File: src/rtl/stream_mux_rr_if.sv
// Handshake bundle for stream_mux_rr: N producer channels in, one registered stream out.
// The slave modport is the mux; the master modport is whoever drives producers and consumer.
interface stream_mux_rr_if #(
   parameter int NCH   = 4,
   parameter int WIDTH = 8
);
   localparam int SELW = (NCH <= 2) ? 1 : $clog2(NCH);

   logic                 mode;
   logic [SELW-1:0]      sel;
   logic [NCH*WIDTH-1:0] in_data;
   logic [NCH-1:0]       in_valid;
   logic [NCH-1:0]       in_last;
   logic [NCH-1:0]       in_ready;
   logic [WIDTH-1:0]     out_data;
   logic [SELW-1:0]      out_ch;
   logic                 out_valid;
   logic                 out_ready;

   modport master (
      output mode, sel, in_data, in_valid, in_last, out_ready,
      input  in_ready, out_data, out_ch, out_valid
   );

   modport slave (
      input  mode, sel, in_data, in_valid, in_last, out_ready,
      output in_ready, out_data, out_ch, out_valid
   );
endinterface

File: src/rtl/stream_mux_rr.sv
// Registered N-to-1 stream mux with manual select or round-robin arbitration.
// Optional packet lock in round-robin mode when STREAM_MUX_LOCK_EN is defined.
module stream_mux_rr #(
   parameter int NCH   = 4,
   parameter int WIDTH = 8
) (
   input  logic           clk,
   input  logic           rst_n,
   stream_mux_rr_if.slave bus
);
   localparam int SELW = (NCH <= 2) ? 1 : $clog2(NCH);
   localparam int NSEL = 1 << SELW;

   logic [WIDTH-1:0] r_out_data;
   logic [SELW-1:0]  r_out_ch;
   logic             r_out_valid;
   logic [SELW-1:0]  r_rr_ptr;

   logic             w_load;
   logic             w_accept;
   logic             w_has_win;
   logic [SELW-1:0]  w_win;
   logic             w_rr_found;
   logic [SELW-1:0]  w_rr_win;
   logic [SELW-1:0]  w_idx;
   logic             w_lock;
   logic [NSEL-1:0]  w_valid_ext;
   logic [WIDTH-1:0] w_chan [NCH];

   // Zero-padded valid vector so an out-of-range manual sel never finds a winner.
   generate
      if (NCH < NSEL) begin : g_pad
         assign w_valid_ext = {{(NSEL-NCH){1'b0}}, bus.in_valid};
      end else begin : g_nopad
         assign w_valid_ext = bus.in_valid;
      end
   endgenerate

   genvar gi;
   generate
      for (gi = 0; gi < NCH; gi++) begin : g_chan
         assign w_chan[gi]       = bus.in_data[gi*WIDTH +: WIDTH];
         assign bus.in_ready[gi] = w_load && w_has_win && (w_win == SELW'(gi));
      end
   endgenerate

   // Round-robin search starts one past the last granted channel.
   always_comb begin
      w_rr_found = 1'b0;
      w_rr_win   = r_rr_ptr;
      w_idx      = r_rr_ptr;
      for (int k = 1; k <= NCH; k++) begin
         w_idx = SELW'((int'(r_rr_ptr) + k) % NCH);
         if (!w_rr_found && bus.in_valid[w_idx]) begin
            w_rr_found = 1'b1;
            w_rr_win   = w_idx;
         end
      end
   end

   always_comb begin
      w_win     = bus.sel;
      w_has_win = w_valid_ext[bus.sel];
      if (bus.mode) begin
         if (w_lock) begin
            w_win     = r_rr_ptr;
            w_has_win = 1'b1;
         end else begin
            w_win     = w_rr_win;
            w_has_win = w_rr_found;
         end
      end
   end

   assign w_load   = !r_out_valid || bus.out_ready;
   assign w_accept = w_load && w_has_win && bus.in_valid[w_win];

   always_ff @(posedge clk or negedge rst_n) begin
      if (!rst_n) begin
         r_out_data  <= '0;
         r_out_ch    <= '0;
         r_out_valid <= 1'b0;
         r_rr_ptr    <= SELW'(NCH-1);
      end else if (w_load) begin
         if (w_accept) begin
            r_out_data  <= w_chan[w_win];
            r_out_ch    <= w_win;
            r_out_valid <= 1'b1;
            r_rr_ptr    <= w_win;
         end else begin
            r_out_valid <= 1'b0;
         end
      end
   end

`ifdef STREAM_MUX_LOCK_EN
   // While locked, the locked channel is always r_rr_ptr since only it can be accepted.
   logic r_lock;
   always_ff @(posedge clk or negedge rst_n) begin
      if (!rst_n) begin
         r_lock <= 1'b0;
      end else if (!bus.mode) begin
         r_lock <= 1'b0;
      end else if (w_accept) begin
         r_lock <= !bus.in_last[w_win];
      end
   end
   assign w_lock = r_lock;
`else
   wire w_unused_last = ^bus.in_last;
   assign w_lock = 1'b0;
`endif

   assign bus.out_data  = r_out_data;
   assign bus.out_ch    = r_out_ch;
   assign bus.out_valid = r_out_valid;
endmodule

File: src/flat_wrapper.sv
// flat-port wrapper written by rule: the top's interface ports become plain ports
module stream_mux_rr_flat 
#(
   parameter int NCH   = 4,
   parameter int WIDTH = 8
)
  (clk, rst_n, bus_mode, bus_sel, bus_in_data, bus_in_valid, bus_in_last, bus_out_ready, bus_in_ready, bus_out_data, bus_out_ch, bus_out_valid);
  stream_mux_rr_if #(.NCH(NCH), .WIDTH(WIDTH)) bus_i ();
  input  logic clk;
  input  logic rst_n;
  input wire logic [$bits(bus_i.mode)-1:0] bus_mode;
  input wire logic [$bits(bus_i.sel)-1:0] bus_sel;
  input wire logic [$bits(bus_i.in_data)-1:0] bus_in_data;
  input wire logic [$bits(bus_i.in_valid)-1:0] bus_in_valid;
  input wire logic [$bits(bus_i.in_last)-1:0] bus_in_last;
  input wire logic [$bits(bus_i.out_ready)-1:0] bus_out_ready;
  output wire logic [$bits(bus_i.in_ready)-1:0] bus_in_ready;
  output wire logic [$bits(bus_i.out_data)-1:0] bus_out_data;
  output wire logic [$bits(bus_i.out_ch)-1:0] bus_out_ch;
  output wire logic [$bits(bus_i.out_valid)-1:0] bus_out_valid;
  assign bus_i.mode = bus_mode;
  assign bus_i.sel = bus_sel;
  assign bus_i.in_data = bus_in_data;
  assign bus_i.in_valid = bus_in_valid;
  assign bus_i.in_last = bus_in_last;
  assign bus_i.out_ready = bus_out_ready;
  assign bus_in_ready = bus_i.in_ready;
  assign bus_out_data = bus_i.out_data;
  assign bus_out_ch = bus_i.out_ch;
  assign bus_out_valid = bus_i.out_valid;
  stream_mux_rr #(.NCH(NCH), .WIDTH(WIDTH)) u_core (.clk(clk), .rst_n(rst_n), .bus(bus_i));
endmodule
File: config.mk
export PLATFORM = sky130hd
export DESIGN_NAME = stream_mux_rr_flat
export DESIGN_NICKNAME = d
export VERILOG_FILES = /design/src/rtl/stream_mux_rr_if.sv /design/src/rtl/stream_mux_rr.sv /design/src/flat_wrapper.sv
export SDC_FILE = /design/constraint.sdc
export NUM_CORES = 1
export LEC_CHECK = 0
export BUFFER_PORTS_ARGS = -buffer_cell sky130_fd_sc_hd__buf_2
export CAP_MARGIN = 20
export CORE_MARGIN = 5
export CORE_UTILIZATION = 44
export DETAILED_ROUTE_END_ITERATION = 7
export GPL_TIMING_DRIVEN = 0
export PLACE_DENSITY = 0.87
export SYNTH_ARGS = -nofsm -noshare
export SYNTH_HDL_FRONTEND = slang
export SYNTH_SLANG_ARGS = --single-unit
export TNS_END_PERCENT = 100
File: constraint.sdc
create_clock -name clk -period 2.45 [get_ports clk]
set_input_delay 0.49 -clock clk [delete_from_list [all_inputs] [get_ports clk]]
set_output_delay 0.49 -clock clk [all_outputs]
set_load 0.1 [all_outputs]
== Word level (Yosys, flattened, before mapping) ==
Cells that the tools add are included.

* $add $sub $neg: 4
* $lt $le $gt $ge: 7
* Eq/ne operators: 3
* Multiplexer cells: 26
* Bitwise logic cells: 1
* Reductions and logical operators: 16

{| class="wikitable"
|+ Operator list
! cell !! number
|-
| less-than comparator 2 x 3 -> 1 bit, second input constant || 6
|-
| binary-select mux 8 bit (select 2 bit) || 1
|-
| 2-to-1 mux 8 bit || 2
|-
| binary-select mux 1 bit (select 2 bit) || 6
|-
| 2-to-1 mux 1 bit || 12
|-
| 2-to-1 mux 2 bit || 5
|-
| logical AND 1 bit || 9
|-
| adder 2 x 1 -> 2 bit, second input constant || 2
|-
| adder 2 bit, second input constant || 2
|-
| equality test 2 bit, second input constant || 2
|-
| logical NOT 1 bit || 4
|-
| greater-or-equal comparator 3 bit, second input constant || 1
|-
| inverter 2 -> 3 bit || 1
|-
| equality test 2 x 1 -> 1 bit, second input constant || 1
|-
| logical NOT 2 bit || 1
|-
| AND reduction 2 bit || 1
|-
| logical OR 1 bit || 1
|}

* Register bits after elaboration: 13
* Output and inout port bits: 15

== Longest topological paths before layout ==
* Depth in word-level cells: 18
* Depth in mapped cells: 7
* Depth with buffers taken out: 6

== Worst setup path before layout ==
No wires, ideal clock.

* Path kind: flip-flop to output port
* From: register u_core.r_out_valid, in the netlist u_core.bus.out_valid
* To: output bus_in_ready[2]
* Data arrival time: 2.985 ns
* Required time: 1.960 ns
* Path slack: -1.025 ns
* Stages on the path, launching flop included: 7
* Buffers on the path: 1
* Cells stage by stage: dfrtp_1 > nand2b_1 > o21ai_1 > nor3_1 > buf_2 > nand2_1 > a21oi_1

* Longest elaborated chain between the ends: 4

{| class="wikitable"
|+ Ends and longest elaborated chain
! element !! line !! source
|-
| start, declared || stream_mux_rr.sv:16 || <nowiki>logic r_out_valid;</nowiki>
|-
| start signal, assigned || stream_mux_rr.sv:82 || <nowiki>r_out_valid <= 1'b0;</nowiki>
|-
| start signal, assigned || stream_mux_rr.sv:88 || <nowiki>r_out_valid <= 1'b1;</nowiki>
|-
| start signal, assigned || stream_mux_rr.sv:91 || <nowiki>r_out_valid <= 1'b0;</nowiki>
|-
| logical NOT 1 bit || stream_mux_rr.sv:75 || <nowiki>assign w_load = !r_out_valid || bus.out_ready;</nowiki>
|-
| logical OR 1 bit || stream_mux_rr.sv:75 ||
|-
| logical AND 1 bit (2 in a row) || stream_mux_rr.sv:43 || <nowiki>assign bus.in_ready[gi] = w_load && w_has_win && (w_win == SELW'(gi));</nowiki>
|-
| end, declared || flat_wrapper.sv:17 || <nowiki>output wire logic [$bits(bus_i.in_ready)-1:0] bus_in_ready;</nowiki>
|}

Every way passes these cells.

== Worst setup path after layout ==
* From: register u_core.r_rr_ptr[0]
* To: output bus_in_ready[0]

* Longest elaborated chain between the ends: 16

{| class="wikitable"
|+ Ends and longest elaborated chain
! element !! line !! source
|-
| start, declared || stream_mux_rr.sv:17 || <nowiki>logic [SELW-1:0] r_rr_ptr;</nowiki>
|-
| start signal, assigned || stream_mux_rr.sv:83 || <nowiki>r_rr_ptr <= SELW'(NCH-1);</nowiki>
|-
| start signal, assigned || stream_mux_rr.sv:89 || <nowiki>r_rr_ptr <= w_win;</nowiki>
|-
| adder 2 x 1 -> 2 bit || stream_mux_rr.sv:53 || <nowiki>w_idx = SELW'((int'(r_rr_ptr) + k) % NCH);</nowiki>
|-
| binary-select mux 1 bit (select 2 bit) || stream_mux_rr.sv:54 || <nowiki>if (!w_rr_found && bus.in_valid[w_idx]) begin</nowiki>
|-
| 2-to-1 mux 1 bit (implied by the code) || stream_mux_rr.sv:54 ||
|-
| 2-to-1 mux 1 bit || stream_mux_rr.sv:54 ||
|-
| logical NOT 1 bit || stream_mux_rr.sv:54 ||
|-
| logical AND 1 bit || stream_mux_rr.sv:54 ||
|-
| 2-to-1 mux 1 bit || stream_mux_rr.sv:54 ||
|-
| logical NOT 1 bit || stream_mux_rr.sv:54 ||
|-
| logical AND 1 bit || stream_mux_rr.sv:54 ||
|-
| 2-to-1 mux 1 bit || stream_mux_rr.sv:54 ||
|-
| logical NOT 1 bit || stream_mux_rr.sv:54 ||
|-
| logical AND 1 bit || stream_mux_rr.sv:54 ||
|-
| 2-to-1 mux 2 bit or 2-to-1 mux 1 bit (tied branches) || stream_mux_rr.sv:54 ||
|-
| 2-to-1 mux 2 bit or 2-to-1 mux 1 bit (tied branches) || stream_mux_rr.sv:64 || <nowiki>if (bus.mode) begin</nowiki>
|-
| logical NOT 2 bit or logical AND 1 bit (tied branches) || stream_mux_rr.sv:43 ||
|-
| logical AND 1 bit (*) || stream_mux_rr.sv:43 ||
|}

Mark *: on every way between the ends. The rest lies on a longest branch, timed or not. The select of a mux whose other input is x is not followed.

==> insert_results.sql <==
INSERT INTO impl_metrics (metric_group, metric, value, unit) VALUES
('worst_setup_path', 'critical_path_class', 'register to primary output', ''),
('logic_synthesis', 'synth_simple_gate_area_share', '0.238', ''),
('placement', 'gpl.final_weighted_congestion', '0.892', ''),
('logic_synthesis', 'yosysSeqAreaShare', '0.291', ''),
('logic_synthesis', 'synth.mux.area_fraction', '0.202', ''),
('placement', 'placement.setup.worst_slack', '-564', 'ps'),
('timing', 'finalSetupViolations', '4', ''),
('clock_tree', 'clk-insertion-delay-late', '290', 'ps'),
('clock_tree', 'clockBufferDepth', '2', ''),
('layout', 'mostFrequentLayoutCell', 'sky130_fd_sc_hd__buf_2', ''),
('worst_setup_path', 'crit_path_start_kind', 'register', ''),
('layout', 'mostFrequentLayoutCells', 'sky130_fd_sc_hd__buf_2 (54), sky130_fd_sc_hd__nor2_1 (14), sky130_fd_sc_hd__buf_4 (11), sky130_fd_sc_hd__nand2_1 (11)', ''),
('global_route', 'grt-ovfl-total', '0', ''),
('worst_setup_path', 'worst_r2r_path_depth', '8', ''),
('die', 'dieArea', '3670', 'µm²'),
('timing', 'max_slew.worst_pin.slew', '655', 'ps'),
('placement', 'port_buffers', '55', ''),
('logic_synthesis', 'synth_seq_cells', '13', ''),
('logic_synthesis', 'synth_compound_gate_area_share', '0.226', ''),
('clock_tree', 'cts_made_buffers', '3', ''),
('routing', 'first_pass_iters', '4', ''),
('die', 'core_region_area', '2450', 'µm²'),
('global_route', 'met1_resource_use_gr', '0.254', ''),
('timing', 'finalWorstPathRequiredPeriod', '2800', 'ps'),
('routing', 'routed_wl_per_cell', '16.1', 'µm'),
('layout', 'areaGrowthSynthToFinish', '49.4', '%'),
('global_route', 'first_global_vias', '1321', ''),
('die', 'row_count', '18', ''),
('global_route', 'met3_usage', '0.0404', ''),
('logic_synthesis', 'netlist_area', '1120', 'µm²'),
('logic_synthesis', 'yosysUniqueCellTypes', '37', ''),
('timing', 'final_hold_viol_count', '0', ''),
('routing', 'vias_per_cell', '5.74', ''),
('power_and_ir_drop', 'power.density_cell_area', '918', 'nW/µm²'),
('min_path', 'worstHoldPathType', 'input pin to async pin', ''),
('worst_setup_path', 'slowest_delay', '580', 'ps'),
('logic_synthesis', 'mappedNetlistNets', '172', ''),
('routing', 'wirelength', '3610', 'µm'),
('worst_setup_path', 'worstPathMaxFanout', '3', ''),
('job', 'count_of_maximum_capacitance_violations', '0', ''),
('routing', 'remaining_drc_errors', '0', ''),
('worst_setup_path', 'worst_endpoint_data_arrival_time', '2310', 'ps'),
('global_route', 'fraction_of_met2_tracks_used_by_global_routing', '0.368', ''),
('placement', 'post-dp-hpwl', '2660', 'µm'),
('worst_setup_path', 'crit_slowest_cell', 'sky130_fd_sc_hd__dfstp_2', ''),
('clock_tree', 'cts.clk_slew.worst_paths', '100', 'ps'),
('logic_synthesis', 'synthXorXnorAreaFrac', '0', ''),
('worst_setup_path', 'cp_cell_sequence', 'nor2b_4 -> nor3_4 -> nor2_4 -> mux2_4 -> or4_4 -> a21oi_4 -> buf_12', ''),
('timing', 'rsz0062_at_grt', 'yes', ''),
('clock_tree', 'cts_tree', 'done', ''),
('timing', 'highest_attainable_clock_frequency', '358', 'MHz'),
('run_status', 'outcome', 'finished with violations', ''),
('timing', 'final.setup.worst_slack', '-346', 'ps'),
('die', 'initial_utilization', '0.458', ''),
('clock_tree', 'cts-root-buf', 'sky130_fd_sc_hd__clkbuf_4', ''),
('layout', 'antenna_cells_inserted', '0', ''),
('logic_synthesis', 'ys_warn_count', '0', ''),
('worst_setup_path', 'cp.required', '1960', 'ps'),
('run_status', 'failed_checks', 'negative setup slack', ''),
('worst_setup_path', 'r2r_setup_slack', '320', 'ps'),
('routing', 'ant_nets', '0', ''),
('routing', 'dr_total_vias', '1286', ''),
('die', 'die_outline_height', '60.6', 'µm'),
('layout', 'finish.net_count', '241', ''),
('logic_synthesis', 'post_synth.cell_area_avg', '8.93', 'µm²'),
('die', 'die_w', '60.6', 'µm'),
('global_route', 'grt_pass1_wl', '5890', 'µm'),
('global_route', 'antenna_violations_before_repair', '0', ''),
('timing', 'worst_hold_slack', '73.3', 'ps'),
('worst_setup_path', 'sort_of_element_at_the_end_of_the_critical_path', 'primary output', ''),
('global_route', 'gr-max-usage-layer', 'met2', '');
cells by family (layout without fill, tap and decap cells):
group | after synthesis | in the layout
buffers and inverters | 10 | 78
AND/OR/NAND/NOR | 52 | 52
flip-flops | 13 | 13
multiplexers | 19 | 19
AO/OA/AOI/OAI | 32 | 32
cells in the mapped netlist:
master / instances / area, µm²
sky130_fd_sc_hd__nor2b_1: 3 / 18.8
sky130_fd_sc_hd__dfrtp_1: 11 / 275
sky130_fd_sc_hd__buf_2: 5 / 25.0
sky130_fd_sc_hd__mux2_4: 1 / 15.0
sky130_fd_sc_hd__nor3_4: 1 / 16.3
sky130_fd_sc_hd__nor3_1: 3 / 15.0
sky130_fd_sc_hd__or2_1: 2 / 12.5
sky130_fd_sc_hd__nor2b_2: 1 / 8.76
sky130_fd_sc_hd__a221oi_1: 6 / 52.6
sky130_fd_sc_hd__and2_1: 3 / 18.8
sky130_fd_sc_hd__a211oi_1: 2 / 15.0
sky130_fd_sc_hd__o21ai_0: 4 / 20.0
sky130_fd_sc_hd__mux4_2: 2 / 45.0
sky130_fd_sc_hd__nand2b_1: 5 / 31.3
sky130_fd_sc_hd__buf_4: 1 / 7.51
sky130_fd_sc_hd__a211oi_4: 1 / 20.0
sky130_fd_sc_hd__mux2_1: 6 / 67.6
sky130_fd_sc_hd__o41ai_2: 1 / 16.3
sky130_fd_sc_hd__mux2i_1: 10 / 100
sky130_fd_sc_hd__nand2_1: 13 / 48.8
sky130_fd_sc_hd__nand4_1: 1 / 6.26
sky130_fd_sc_hd__nor4b_1: 1 / 8.76
sky130_fd_sc_hd__o21a_1: 2 / 15.0
sky130_fd_sc_hd__nand3_1: 1 / 5.00
sky130_fd_sc_hd__o21ai_1: 2 / 10.0
sky130_fd_sc_hd__a21oi_1: 1 / 5.00
sky130_fd_sc_hd__o221ai_1: 1 / 8.76
sky130_fd_sc_hd__or4_4: 1 / 11.3
sky130_fd_sc_hd__inv_1: 3 / 11.3
sky130_fd_sc_hd__nor2_2: 1 / 6.26
sky130_fd_sc_hd__a31oi_1: 6 / 37.5
sky130_fd_sc_hd__o32a_1: 2 / 20.0
sky130_fd_sc_hd__a21boi_1: 1 / 7.51
sky130_fd_sc_hd__dfstp_2: 2 / 52.6
sky130_fd_sc_hd__nor2_1: 16 / 60.1
sky130_fd_sc_hd__a21oi_2: 3 / 26.3
sky130_fd_sc_hd__inv_2: 1 / 3.75
how the worst max path moves through the flow:
stage	from	end	cells after the start
3_3_place_gp	bus_in_valid[3]	bus_in_ready[0]	8
5_1_grt	u_core.r_rr_ptr[0]	bus_in_ready[0]	7
3_5_place_dp	bus_in_valid[3]	bus_in_ready[0]	8
4_1_cts	u_core.r_rr_ptr[0]	bus_in_ready[0]	7
6_report	u_core.r_rr_ptr[0]	bus_in_ready[0]	7
2_1_floorplan	bus_in_valid[3]	bus_in_ready[0]	6
power by group:
group | leakage, µW | total [µW] | switching, µW | internal [µW]
combinational | 0.000602 | 1070 | 767 | 305
sequential | 0.000145 | 322 | 37.0 | 285
clock | 0.0000150 | 148 | 85.0 | 63.4
total | 0.000762 | 1540 | 889 | 653
what timing repair did:
| action | 4_1_cts | 5_1_grt |
|---|---|---|
| cloned | 0 | 0 |
| resized for setup | 20 | 8 |
| endpoints found under the setup margin | 4 | 4 |
| setup buffers | 7 | 2 |
| pin swaps | 3 | 6 |
critical path: cells and delay by family, from the launching register on:
kind,cells,cell delay [ps]
AND/OR/NAND/NOR,4,830
flip-flops,1,580
multiplexers,1,260
buffers and inverters,1,190
AO/OA/AOI/OAI,1,160
through the flow:
step | cells | instance area (µm²) | total power (µW) | util | TNS [ps]
2_1_floorplan | 126 | 1160 | 1110 | - | -912
3_3_place_gp | 211 | 1470 | 1270 | 0.600 | -1900
3_5_place_dp | 211 | 1470 | 1290 | 0.600 | -2070
4_1_cts | 222 | 1630 | 1510 | 0.662 | -752
5_1_grt | 224 | 1680 | 1610 | 0.685 | -990
6_report | 224 | 1680 | 1540 | 0.685 | -732
routing by layer:
metal  wire length (µm)  share of wire  vias to the layer above
met3                270          0.075                        8
li1                   -              -                      603
met5                  0              0                        -
met4                 58          0.016                        0
met2               1940           0.54                       62
met1               1340           0.37                      613
layout make-up:
type / instances / area, µm²
fillers: 202 / 774
flip-flops and latches: 13 / 329
repair buffers: 64 / 394
clock buffers: 4 / 26.3
well taps: 30 / 37.5
inverters: 4 / 15.0
plain buffers: 6 / 41.3
multi-input cells: 103 / 837
sequential cells by signal, indices dropped and copies added (netlist names):
signal	cells
u_core.bus.out_ch	2
u_core.bus.out_data	8
u_core.bus.out_valid	1
u_core.r_rr_ptr	2
Power figures use the tool's default switching activity.
